<file path="config.mk">
export PLATFORM = sky130hd
export DESIGN_NAME = nrd_divider_seq
export DESIGN_NICKNAME = d
export VERILOG_FILES = /design/src/rtl/nrd_divider_seq.sv
export SDC_FILE = /design/constraint.sdc
export NUM_CORES = 1
export LEC_CHECK = 0
export BUFFER_PORTS_ARGS = -buffer_cell sky130_fd_sc_hd__buf_2
export CAP_MARGIN = 10
export CORE_UTILIZATION = 61
export DETAILED_ROUTE_END_ITERATION = 16
export PLACE_DENSITY = 0.84
export SLEW_MARGIN = 10
export SYNTH_ARGS = -nofsm -noshare
export SYNTH_HDL_FRONTEND = slang
export SYNTH_SLANG_ARGS = --single-unit
export TNS_END_PERCENT = 10
</file>
<file path="constraint.sdc">
create_clock -name clk -period 14.88 [get_ports clk]
set_clock_uncertainty 0.1 [all_clocks]
set_input_delay 0.744 -clock clk [delete_from_list [all_inputs] [get_ports clk]]
set_output_delay 0.744 -clock clk [all_outputs]
set_load 0.1 [all_outputs]
</file>
<file path="src/rtl/nrd_divider_seq.sv">
// Sequential 8-bit unsigned non-restoring divider built around a 9-bit ripple parallel_adder.
// Optional macro NRD_DIV_ZERO_DETECT_EN short-circuits divide-by-zero and raises dbz.

module parallel_adder (
    input  logic [8:0] a,
    input  logic [8:0] b,
    input  logic       cin,
    output logic [8:0] out_add,
    output logic       cout
);
    logic [9:0] carry;

    assign carry[0] = cin;

    generate
        for (genvar gi = 0; gi < 9; gi++) begin : g_fa
            assign out_add[gi]  = a[gi] ^ b[gi] ^ carry[gi];
            assign carry[gi+1]  = (a[gi] & b[gi]) | (carry[gi] & (a[gi] ^ b[gi]));
        end
    endgenerate

    assign cout = carry[9];
endmodule

module nrd_divider_seq (
    input  logic       clk,
    input  logic       rst_b,
    input  logic       start,
    input  logic [7:0] dividend,
    input  logic [7:0] divisor,
    output logic       busy,
    output logic       done,
    output logic [7:0] quotient,
    output logic [7:0] remainder,
    output logic       dbz
);
    typedef enum logic [1:0] {
        IDLE    = 2'd0,
        ITER    = 2'd1,
        CORRECT = 2'd2,
        DONE    = 2'd3
    } state_t;

    state_t     state_reg, state_next;
    logic [8:0] a_reg, a_next;
    logic [8:0] m_reg, m_next;
    logic [7:0] q_reg, q_next;
    logic [3:0] count_reg, count_next;
    logic [7:0] quotient_reg, quotient_next;
    logic [7:0] remainder_reg, remainder_next;
    logic       dbz_reg, dbz_next;

    logic [8:0] add_a;
    logic [8:0] add_b;
    logic       add_cin;
    logic [8:0] add_sum;
    logic       sub;
    logic       unused_cout;

    parallel_adder u_adder (
        .a       (add_a),
        .b       (add_b),
        .cin     (add_cin),
        .out_add (add_sum),
        .cout    (unused_cout)
    );

    // Adder operand steering: subtract/add of the shifted remainder while iterating,
    // plain A + M during the correction step.
    always_comb begin
        sub     = ~a_reg[8];
        add_a   = '0;
        add_b   = '0;
        add_cin = 1'b0;
        case (state_reg)
            ITER: begin
                add_a   = {a_reg[7:0], q_reg[7]};
                add_b   = sub ? ~m_reg : m_reg;
                add_cin = sub;
            end
            CORRECT: begin
                add_a   = a_reg;
                add_b   = m_reg;
                add_cin = 1'b0;
            end
            default: ;
        endcase
    end

    always_comb begin
        state_next     = state_reg;
        a_next         = a_reg;
        m_next         = m_reg;
        q_next         = q_reg;
        count_next     = count_reg;
        quotient_next  = quotient_reg;
        remainder_next = remainder_reg;
        dbz_next       = dbz_reg;

        case (state_reg)
            // DONE accepts a new request too, so a held start runs back-to-back.
            IDLE, DONE: begin
                if (start) begin
                    a_next     = 9'd0;
                    q_next     = dividend;
                    m_next     = {1'b0, divisor};
                    count_next = 4'd0;
                    dbz_next   = 1'b0;
                    state_next = ITER;
                end else begin
                    state_next = IDLE;
                end
            end
            ITER: begin
`ifdef NRD_DIV_ZERO_DETECT_EN
                if (m_reg == 9'd0) begin
                    quotient_next  = 8'hFF;
                    remainder_next = q_reg;
                    dbz_next       = 1'b1;
                    state_next     = DONE;
                end else begin
                    a_next     = add_sum;
                    q_next     = {q_reg[6:0], ~add_sum[8]};
                    count_next = count_reg + 4'd1;
                    if (count_reg == 4'd7) begin
                        state_next = CORRECT;
                    end
                end
`else
                a_next     = add_sum;
                q_next     = {q_reg[6:0], ~add_sum[8]};
                count_next = count_reg + 4'd1;
                if (count_reg == 4'd7) begin
                    state_next = CORRECT;
                end
`endif
            end
            CORRECT: begin
                // A negative partial remainder gets the divisor added back once.
                if (a_reg[8]) begin
                    a_next         = add_sum;
                    remainder_next = add_sum[7:0];
                end else begin
                    remainder_next = a_reg[7:0];
                end
                quotient_next = q_reg;
                state_next    = DONE;
            end
            default: state_next = IDLE;
        endcase
    end

    always_ff @(posedge clk or negedge rst_b) begin
        if (!rst_b) begin
            state_reg     <= IDLE;
            a_reg         <= '0;
            m_reg         <= '0;
            q_reg         <= '0;
            count_reg     <= '0;
            quotient_reg  <= '0;
            remainder_reg <= '0;
            dbz_reg       <= 1'b0;
        end else begin
            state_reg     <= state_next;
            a_reg         <= a_next;
            m_reg         <= m_next;
            q_reg         <= q_next;
            count_reg     <= count_next;
            quotient_reg  <= quotient_next;
            remainder_reg <= remainder_next;
            dbz_reg       <= dbz_next;
        end
    end

    assign busy      = (state_reg != IDLE);
    assign done      = (state_reg == DONE);
    assign quotient  = quotient_reg;
    assign remainder = remainder_reg;
    assign dbz       = dbz_reg;
endmodule

</file>
[After elaboration in Yosys (flattened, before gate mapping)]
Cells that the tools add are included.
Word-level totals
  flip-flop bits (word level): 47
  input bits: 19
  output and inout port bits: 19
  word-level logic and storage cells: 83
Cells by class
  add/subtract/negate cells: 1
  equal/unequal tests: 7
  muxes and demuxes: 15
  bitwise logic cells: 45
  reduce and logical (&&, ||, !) cells: 7
Operators with widths (count)
  one-hot mux 9 bit (2 select lines): 2
  two-way mux 9 bit: 3
  one-hot mux 9 bit (3 select lines): 1
  XOR 1 bit: 18
  bitwise AND 1 bit: 16
  two-way mux 8 bit: 2
  one-hot mux 8 bit (2 select lines): 1
  NOT 8 -> 9 bit: 1
  bitwise OR 1 bit: 8
  one-hot mux 4 bit (2 select lines): 1
  != test 2 bit (second input constant): 3
  one-hot mux 2 bit (3 select lines): 1
  AND reduction 2 bit: 3
  adder 4 x 1 -> 4 bit (second input constant): 1
  equality test 2 bit (second input constant): 2
  equality test 4 x 3 -> 1 bit (second input constant): 1
  two-way mux 4 bit: 1
  nonzero test 2 bit: 2
  equality test 2 x 1 -> 1 bit (second input constant): 1
  logical NOT 2 bit: 1
  two-way mux 1 bit: 2
  two-way mux 2 bit: 1
  NOT 1 bit: 2
  OR reduction 2 bit: 1

[Longest topological paths before layout]
Gate-level depths: netlist (run 1).
  depth after elaboration: 23
  gate-level depth with buffers: 19
  mapped depth without buffers: 17

[Cells and area by module]
A second synthesis (run 1) with hierarchy kept.
Second synthesis, totals
  cell total of the unflattened synthesis: 240
  area total of the unflattened synthesis: 2617.5 um^2
Modules (own cells, without submodules)
  nrd_divider_seq: instances 1, cells an instance 221, area an instance 2399.8 um^2, sequential area each 1176.1 um^2
  parallel_adder: instances 1, cells an instance 19, area an instance 217.7 um^2, sequential area each 0.0 um^2

[Worst setup path after synthesis (run 1)]
Ideal clock, no wire load.
  kind: reg-to-reg
  start: register state_reg[0]
  end: register remainder_reg[7], in the netlist remainder[7]
  setup time: 137 ps
  data arrival time: 4725 ps
  data required time: 14643 ps
  setup slack: 9917 ps
  cell stages (with the launch flop): 17
  buffers on the path: 2
  period minus slack after synthesis: 4963 ps
  cell sequence: dfrtp_1 inv_1 ha_1 buf_2 clkbuf_1 nand2_1 fa_1 fa_1 fa_1 fa_1 fa_1 fa_1 fa_1 inv_1 fa_1 mux2i_1 a21oi_1
Between the ends
  word-level cells in the longest chain between the ends: 19
  elaborated cells between the ends (all ways): 36
  classes of those cells: eq/ne: 2; mux: 4; bitwise: 30
Ends and longest elaborated chain
  start, declared: line 44  | state_t state_reg, state_next;
  start signal, assigned: line 164  | state_reg <= state_next;
  equality test 2 bit / equality test 2 x 1 -> 1 bit (equally long branches): line 75, 100
  one-hot mux 9 bit (2 select lines): line 75  | case (state_reg)
  XOR 1 bit: line 18  | assign carry[gi+1] = (a[gi] & b[gi]) | (carry[gi] & (a[gi] ^ b[gi]));
  bitwise AND 1 bit: line 18
  bitwise OR 1 bit: line 18
  bitwise AND 1 bit: line 18
  bitwise OR 1 bit: line 18
  bitwise AND 1 bit: line 18
  [3 not listed]
  bitwise AND 1 bit: line 18
  bitwise OR 1 bit: line 18
  bitwise AND 1 bit: line 18
  bitwise OR 1 bit: line 18
  bitwise AND 1 bit: line 18
  bitwise OR 1 bit: line 18
  XOR 1 bit: line 17  | assign out_add[gi] = a[gi] ^ b[gi] ^ carry[gi];
  two-way mux 8 bit: line 140  | if (a_reg[8]) begin
  end signal, assigned: line 170  | remainder_reg <= remainder_next;
  end, declared: line 50  | logic [7:0] remainder_reg, remainder_next;
Several ways; a longest one is shown, not always the timed one.
A chain may end at the register's enable or synchronous reset.

[Final worst setup path (run 1)]
Same ends and word-level chain as after synthesis.

==> impl_results.rst, run 1 <==
.. list-table::
   :header-rows: 1

   * - Metric
     - Value
   * - Outcome
     - finished, final reports clean
   * - Worst Hold Class
     - reg -> reg
   * - Sequence of cells on the critical path
     - inv_1, ha_1, buf_4, a22o_1, nand2_1, fa_1, fa_1, fa_1, fa_1, fa_1, fa_1, fa_1, inv_1, fa_1, mux2i_1, a21oi_1
   * - Post-Syn Instances
     - 255
   * - Global-route wire length before repair
     - ~8.5 mm
   * - Number of warnings reported in the yosys synthesis log
     - 0
   * - Type of element launching the critical path
     - register
   * - Number of DRC markers in iteration 0
     - around 160
   * - Insertion delay of the later-clocked pin in the worst-skew pair
     - roughly 0.3 ns
   * - Placer congestion estimate
     - 0.810
   * - Grt total ovfl
     - 0
   * - Max-slew violation count
     - 0
   * - Fraction of the yosys area taken by sequential cells
     - between 40% and 50%
   * - Simple-gate portion of the synthesized area
     - 11.2%
   * - Sum of negative setup slack
     - 0 ns
   * - CTS resizes
     - 0
   * - Main combinational cell family by area after synthesis
     - multiplexers
   * - H-tree depth reported by CTS
     - 2
   * - DRT antenna net count
     - 0
   * - Global-route usage over all layers
     - between 20 and 30%
   * - Syn_nets
     - between 200 and 300
   * - Area growth from synthesis to layout
     - 10.4%
   * - Proportion of layout cells with a drive suffix above 1
     - a little over a quarter
   * - Starting density of the core
     - around 65%
   * - Number of buffers added on ports
     - 36
   * - Setup repair after global routing missed its margin
     - no
   * - Synthesized area per cell
     - between 10 and 15 um2
   * - Number of flip-flops under the largest register name
     - 9
   * - Via Count
     - around 1,900
   * - Post-CTS Setup Inserts
     - 0
   * - Post-DR wirelength/cell
     - between 15 and 20 um
   * - Worst path max stage delay
     - about 0.46 ns
   * - Count of endpoints failing setup in the final report
     - 0
   * - Number of global-route vias before repair
     - ~1,800
   * - Initial DRT Pass Iterations
     - 4
   * - Netlist area before placement
     - ~2700 um2
   * - Final hold violation count
     - 0
   * - Worst setup slack before clock tree synthesis
     - 9.76 ns
   * - Transition time at the pin with the least slew margin
     - just over 1 ns
   * - Number of buffers created by CTS
     - 5
   * - Synth Area in XOR/XNOR
     - about 3.0%
   * - Post-detailed-routing wire length
     - roughly 5.2 mm
   * - WS Path Type
     - reg -> reg
   * - DR DRC count
     - 0
   * - CP required
     - about 15 ns
   * - Vias per std cell
     - roughly 5.7
   * - Width of the chip
     - 68.1 um
   * - Area of the die
     - 4640 um2
   * - CTS Buffer Depth
     - 2
   * - Buffer type at the clock tree root
     - clkbuf_8
   * - Clock tree sinks
     - 47
   * - Post-layout net count
     - between 300 and 400
   * - Final worst path period share
     - 34.6%
   * - Kind of end point of the critical path
     - register
   * - Post-synthesis register bit count
     - 47
   * - Clock slew seen by the registers of the worst setup and hold paths
     - around 0.09 ns
   * - Slew margin rel.
     - between 30% and 40%
   * - Pin count of the biggest net entering global routing
     - 48
   * - Hold bufs inserted after CTS
     - 0
   * - Cell occurring most often along the worst timing path
     - fa_1
   * - Multiplexer share of the synthesized area
     - about 15%
   * - Worst-path fanout max
     - 37
   * - Critical path data arrival time
     - 5.20 ns
   * - Max Clk Rate
     - between 0.15 and 0.2 GHz
   * - Area of the placeable core
     - 4090 um2
   * - Slowest cell on crit path
     - fa_1
   * - Worst Setup Slack, final
     - 9.73 ns
   * - Minimum clock period after layout
     - ~5.1 ns
   * - Total half-perimeter wirelength after legalization and detailed placement
     - between 3 and 4 mm
   * - Number of antenna violations at the first check in global routing
     - 0
   * - Diode insertion count for antenna repair
     - 0
   * - CTS tree
     - done
   * - Share of synthesized cell area in full adder, half adder and majority cells
     - under 10%
   * - Post-synthesis compound-gate area fraction
     - 13.6%
   * - Number of max-cap violations
     - 0
   * - Placement row count
     - 23
   * - Number of distinct standard cells referenced by the synthesized netlist
     - 34
   * - Top Ports
     - 38
   * - Vertical die dimension
     - between 60 and 70 um
-- routing by layer --
layer	vias to the layer above	GRT usage, %	part of all wire [%]
met2	59	37.3	46
li1	930	-	-
met3	9	6.33	6.0
met4	0	8.07	1.4
met1	899	36.1	47
met5	-	0	0
-- layout make-up --
class	count	area, um2
Clock buffer	6	82.6
Clock inverter	2	16.3
Fill cell	304	1140
Inverter	5	18.8
Multi-Input combinational cell	184	1370
Sequential cell	47	1180
Tap cell	50	62.6
Timing Repair Buffer	41	218
-- worst paths after layout --
| path | start | end | slack [ns] | cells past startpoint |
|---|---|---|---|---|
| setup / recovery | state_reg[0]$_DFFE_PN0P_ | remainder[7]$_DFFE_PN0N_ | 9.73 | 16 |
| max in group asynchronous | rst_b | a_reg[4]$_DFFE_PN0P_ | 13.53 | 1 |
| setup reg to reg | state_reg[0]$_DFFE_PN0P_ | remainder[7]$_DFFE_PN0N_ | 9.73 | 16 |
| hold / removal | quotient[4]$_DFFE_PN0N_ | quotient[4]$_DFFE_PN0N_ | 0.41 | 1 |
| min in group asynchronous | rst_b | state_reg[1]$_DFFE_PN0P_ | 0.52 | 1 |
| hold reg to reg | quotient[4]$_DFFE_PN0N_ | quotient[4]$_DFFE_PN0N_ | 0.41 | 1 |
-- per-stage QoR --
step / utilization [%] / area, um2 / std cells / hold slack, ns
finish: 72.1 / 2950 / 335 / 0.407
global route: 72.1 / 2950 / 335 / 0.427
global placement: 69.7 / 2850 / 327 / 0.388
floorplan: - / 2670 / 255 / 0.348
CTS: 72.1 / 2950 / 335 / 0.410
detailed placement: 69.7 / 2850 / 327 / 0.391
-- critical path: cells and delay by family, from the launching register on --
kind | cells | cell delay (ns)
adder cells (fa/ha/maj) | 9 | 3.37
buffers and inverters | 3 | 0.57
flip-flops | 1 | 0.42
AO/OA/AOI/OAI | 2 | 0.29
multiplexers | 1 | 0.15
AND/OR/NAND/NOR | 1 | 0.07
-- Yosys cell counts --
cell type	number	share of area, %
nand2b_1	1	0.23
or3_1	1	0.23
o21ai_0	21	3.9
a21oi_1	8	1.5
nor2b_1	3	0.70
a21o_1	3	0.84
xnor2_1	8	2.6
buf_4	2	0.56
nand4b_1	2	0.66
nor2_1	16	2.3
a21oi_2	1	0.33
buf_6	1	0.42
xor2_1	1	0.33
o22ai_2	1	0.47
nand2_1	40	5.6
inv_1	5	0.70
a32o_1	1	0.38
nand3_1	2	0.38
dfrtp_1	47	44
a22oi_1	2	0.56
mux2i_1	10	3.8
clkbuf_1	2	0.28
ha_1	6	2.8
buf_1	2	0.28
nor3_1	2	0.38
buf_2	12	2.3
conb_1	1	0.14
nor3b_1	1	0.28
fa_1	8	6.0
and3_1	2	0.47
a22o_1	15	4.9
a32oi_1	1	0.33
mux2_2	26	11
o31ai_1	1	0.28
-- cell usage in the layout (no fill, tap or decap), types with 10 or more instances in the layout --
cell type  netlist  routed
buf_2           12      36
mux2i_1         10      10
o21ai_0         21      21
nand2_1         40      40
nor2_1          16      16
mux2_2          26      26
dfrtp_1         47      47
a22o_1          15      15
-- cells by family (layout without fill, tap and decap cells) --
kind of cell | after synthesis | count (layout)
adder cells (fa/ha/maj) | 14 | 14
AO/OA/AOI/OAI | 54 | 54
AND/OR/NAND/NOR | 70 | 70
buffers and inverters | 24 | 54
multiplexers | 36 | 36
XOR/XNOR | 9 | 9
flip-flops | 47 | 47
other | 1 | 1
Power of run 1 is not shown: default switching activity piles up to over one toggle a cycle in this logic, so the estimate is an artifact.
==> run 2: changes to the inputs <==
- ABC_AREA: default -> 1
- CORE_UTILIZATION: 61 -> 51
- PLACE_DENSITY: 0.84 -> 0.76
- clock period: 14.88 -> 4.15 ns (I/O delays scaled with it)
==> impl_results.rst, run 2 <==
.. list-table::
   :header-rows: 1

   * - Metric
     - Value
   * - Post-synthesis register bit count
     - between 40 and 50
   * - Count of filler cells inserted in the layout
     - 375
   * - Layout Cell Area excl Fill
     - around 3000 um2
   * - Max-slew violation count
     - 0
   * - Syn_nets
     - around 320
   * - Fraction of the yosys area taken by sequential cells
     - 47.7%
   * - Starting density of the core
     - between 50% and 60%
   * - Failing checks
     - negative hold slack, negative setup slack
   * - Area of the placeable core
     - roughly 4500 um2
   * - Kind of end point of the critical path
     - register
   * - Via Count
     - approximately 2,100
   * - Critical path data arrival time
     - about 4.5 ns
   * - Instance area at placement
     - between 2000 and 3000 um2
   * - Width of the chip
     - approximately 70 um
   * - DR DRC count
     - 0
   * - Post-synthesis async set-or-reset flop share
     - 100%
   * - Clock slew seen by the registers of the worst setup and hold paths
     - ~0.080 ns
   * - Sequential cell area
     - 1180 um2
   * - Final hold violation count
     - 47
   * - Proportion of layout cells with a drive suffix above 1
     - a little over a quarter
   * - Top post-synthesis cells by area
     - dfrtp_1 48%, nand2_1 12%, o21ai_0 7.5%
   * - Final hold slack
     - -0.0360 ns
   * - Netlist area before placement
     - around 2500 um2
   * - Grt total ovfl
     - 0
   * - Minimum clock period after layout
     - 4.37 ns
   * - CTS tree
     - done
   * - Worst Hold Class
     - in -> async
   * - Placer congestion estimate
     - 0.900
   * - Number of antenna violations at the first check in global routing
     - 0
   * - CP required
     - ~4.2 ns
   * - Number of buffers created by CTS
     - 5
   * - Post-CTS Setup Inserts
     - 0
   * - Endpoint of the worst-slack reg-to-reg timing path
     - remainder[7]$_DFFE_PN0N_
   * - Number of warnings reported in the yosys synthesis log
     - 0
   * - Commonest non-fill, non-tap cell in the layout
     - nand2_1
   * - Most used flip-flop cell after synthesis
     - dfrtp_1
   * - Worst-path fanout max
     - 4
   * - Slew margin rel.
     - roughly 34%
   * - CTS Buffer Depth
     - 2
   * - DRT antenna net count
     - 0
   * - Pin count of the biggest net entering global routing
     - 48
   * - Post-detailed-routing wire length
     - 5.13 mm
   * - Cell type with the largest total area after synthesis
     - dfrtp_1
   * - Multi-input combinational cell area
     - ~1200 um2
   * - Area of the die
     - 5110 um2
   * - Post-DR wirelength/cell
     - approximately 13 um
   * - Count of endpoints failing setup in the final report
     - 4
   * - Outcome
     - finished with violations
   * - Transition time at the pin with the least slew margin
     - between 0.9 and 1 ns
   * - Number of buffers added on ports
     - 36
   * - Global-route wire length before repair
     - between 9 and 10 mm
   * - WS Path Type
     - reg -> reg
   * - Number of distinct standard cells referenced by the synthesized netlist
     - 26
   * - Placement row count
     - 24
   * - Highest-count cells in the layout ignoring fill and taps
     - 78 x nand2_1, 47 x dfrtp_1, 36 x buf_2
   * - Final worst path period share
     - 105%
   * - Area growth from synthesis to layout
     - 20.4%
   * - Setup repair after global routing missed its margin
     - yes
   * - Post-Syn Instances
     - 286
   * - Vertical die dimension
     - 71.5 um
   * - Max Clk Rate
     - approximately 0.23 GHz
   * - Worst Setup Slack, final
     - -0.219 ns
   * - Synthesized area per cell
     - between 8 and 9 um2
   * - Top cell type's share of synthesized area
     - around 48%
   * - Most used standard cell by instance count after synthesis
     - nand2_1
   * - Critical R2R Launch
     - state_reg[0]$_DFFE_PN0P_
   * - Post-synth EDFFs
     - 0
   * - Buffer type at the clock tree root
     - clkbuf_8
   * - Clock tree sinks
     - 47
   * - Number of global-route vias before repair
     - roughly 2,000
   * - Initial DRT Pass Iterations
     - 4
   * - Type of element launching the critical path
     - register
   * - Diode insertion count for antenna repair
     - 0
   * - R2R cell count
     - 17
   * - H-tree depth reported by CTS
     - 2
   * - Post-layout net count
     - 372
   * - Vias per std cell
     - 5.41
   * - Top Ports
     - 38
   * - Most frequent cells after synthesis
     - 79 x nand2_1, 47 x dfrtp_1, 37 x o21ai_0, 23 x nor2_1, 21 x inv_1
   * - Insertion delay of the later-clocked pin in the worst-skew pair
     - ~0.3 ns
   * - Global-route usage over all layers
     - 23.1%
   * - Flop-to-flop setup slack
     - -0.22 ns
   * - Number of max-cap violations
     - 0
   * - Total half-perimeter wirelength after legalization and detailed placement
     - between 3 and 4 mm
   * - Fraction of the core area covered by cells at the end of the flow
     - about two thirds
   * - Worst setup slack before clock tree synthesis
     - -0.430 ns
   * - Number of flip-flops under the largest register name
     - 9
   * - Number of DRC markers in iteration 0
     - 132
==> run 2: timing repair <==
action | in CTS | in global routing
pin swaps | 1 | 0
cloned | 0 | 0
endpoints found under the setup margin | 6 | 5
hold buffers | 2 | 0
gates resized for setup | 7 | 3
endpoints found under the hold margin | 2 | 0
==> run 2: worst max-delay path by stage <==
stage	from	to	slack, ns	cells after the start
after floorplan	state_reg[0]$_DFFE_PN0P_	remainder[7]$_DFFE_PN0N_	-0.29	17
after global placement	state_reg[1]$_DFFE_PN0P_	remainder[7]$_DFFE_PN0N_	-0.34	16
after detailed placement	state_reg[1]$_DFFE_PN0P_	a_reg[7]$_DFFE_PN0P_	-0.43	16
after CTS	state_reg[1]$_DFFE_PN0P_	a_reg[7]$_DFFE_PN0P_	-0.26	16
after global routing	state_reg[1]$_DFFE_PN0P_	remainder[7]$_DFFE_PN0N_	-0.38	16
final	state_reg[0]$_DFFE_PN0P_	remainder[7]$_DFFE_PN0N_	-0.22	17
==> run 2: worst max-delay path, stage by stage (launching register included) <==
cell and delay [ns]:
dfrtp_1 0.39, inv_2 0.08, buf_4 0.12, ha_2 0.19
nand2_2 0.09, clkinv_2 0.06, a22oi_1 0.09, fa_2 0.40
fa_2 0.35, fa_2 0.34, fa_2 0.36, fa_2 0.35
fa_2 0.35, fa_2 0.34, inv_2 0.06, fa_1 0.42
nand3_1 0.10, nand3_1 0.07
==> run 2: cells by family after synthesis <==
family	count (synthesis)	share of synthesized area, %
xor+xnor	1	0.356
fa+ha+maj	14	9.55
flops	47	47.7
compound gates	69	16.5
other cells	1	0.152
buf+inv	34	5.84
simple gates	120	19.9
==> run 2: routing by layer <==
layer / share of wire, % / wire length, um / track usage (%)
met5: 0 / 0 / 0
met4: 1.3 / 67 / 6.97
met2: 46 / 2360 / 36.4
met1: 49 / 2510 / 32.7
met3: 3.7 / 192 / 4.78
==> run 2: layout make-up <==
class,instances,share of cell area [%]
clock buffers,6,2.78
clock inverters,1,0.169
multi-input cells,205,40.8
well taps,52,2.19
flip-flops and latches,47,39.7
repair buffers,56,11.3
inverters,24,3.08
==> run 2: stage by stage <==
stage | hold slack [ns] | setup TNS [ns] | std cells
after floorplan | -0.188 | -0.869 | 286
after global placement | 0.300 | -1.14 | 382
after global routing | 0.0159 | -1.38 | 391
final | -0.0360 | -0.651 | 391
after CTS | 0.00627 | -0.767 | 391
after detailed placement | 0.307 | -1.44 | 382
Power of run 2 is left out for the same reason.
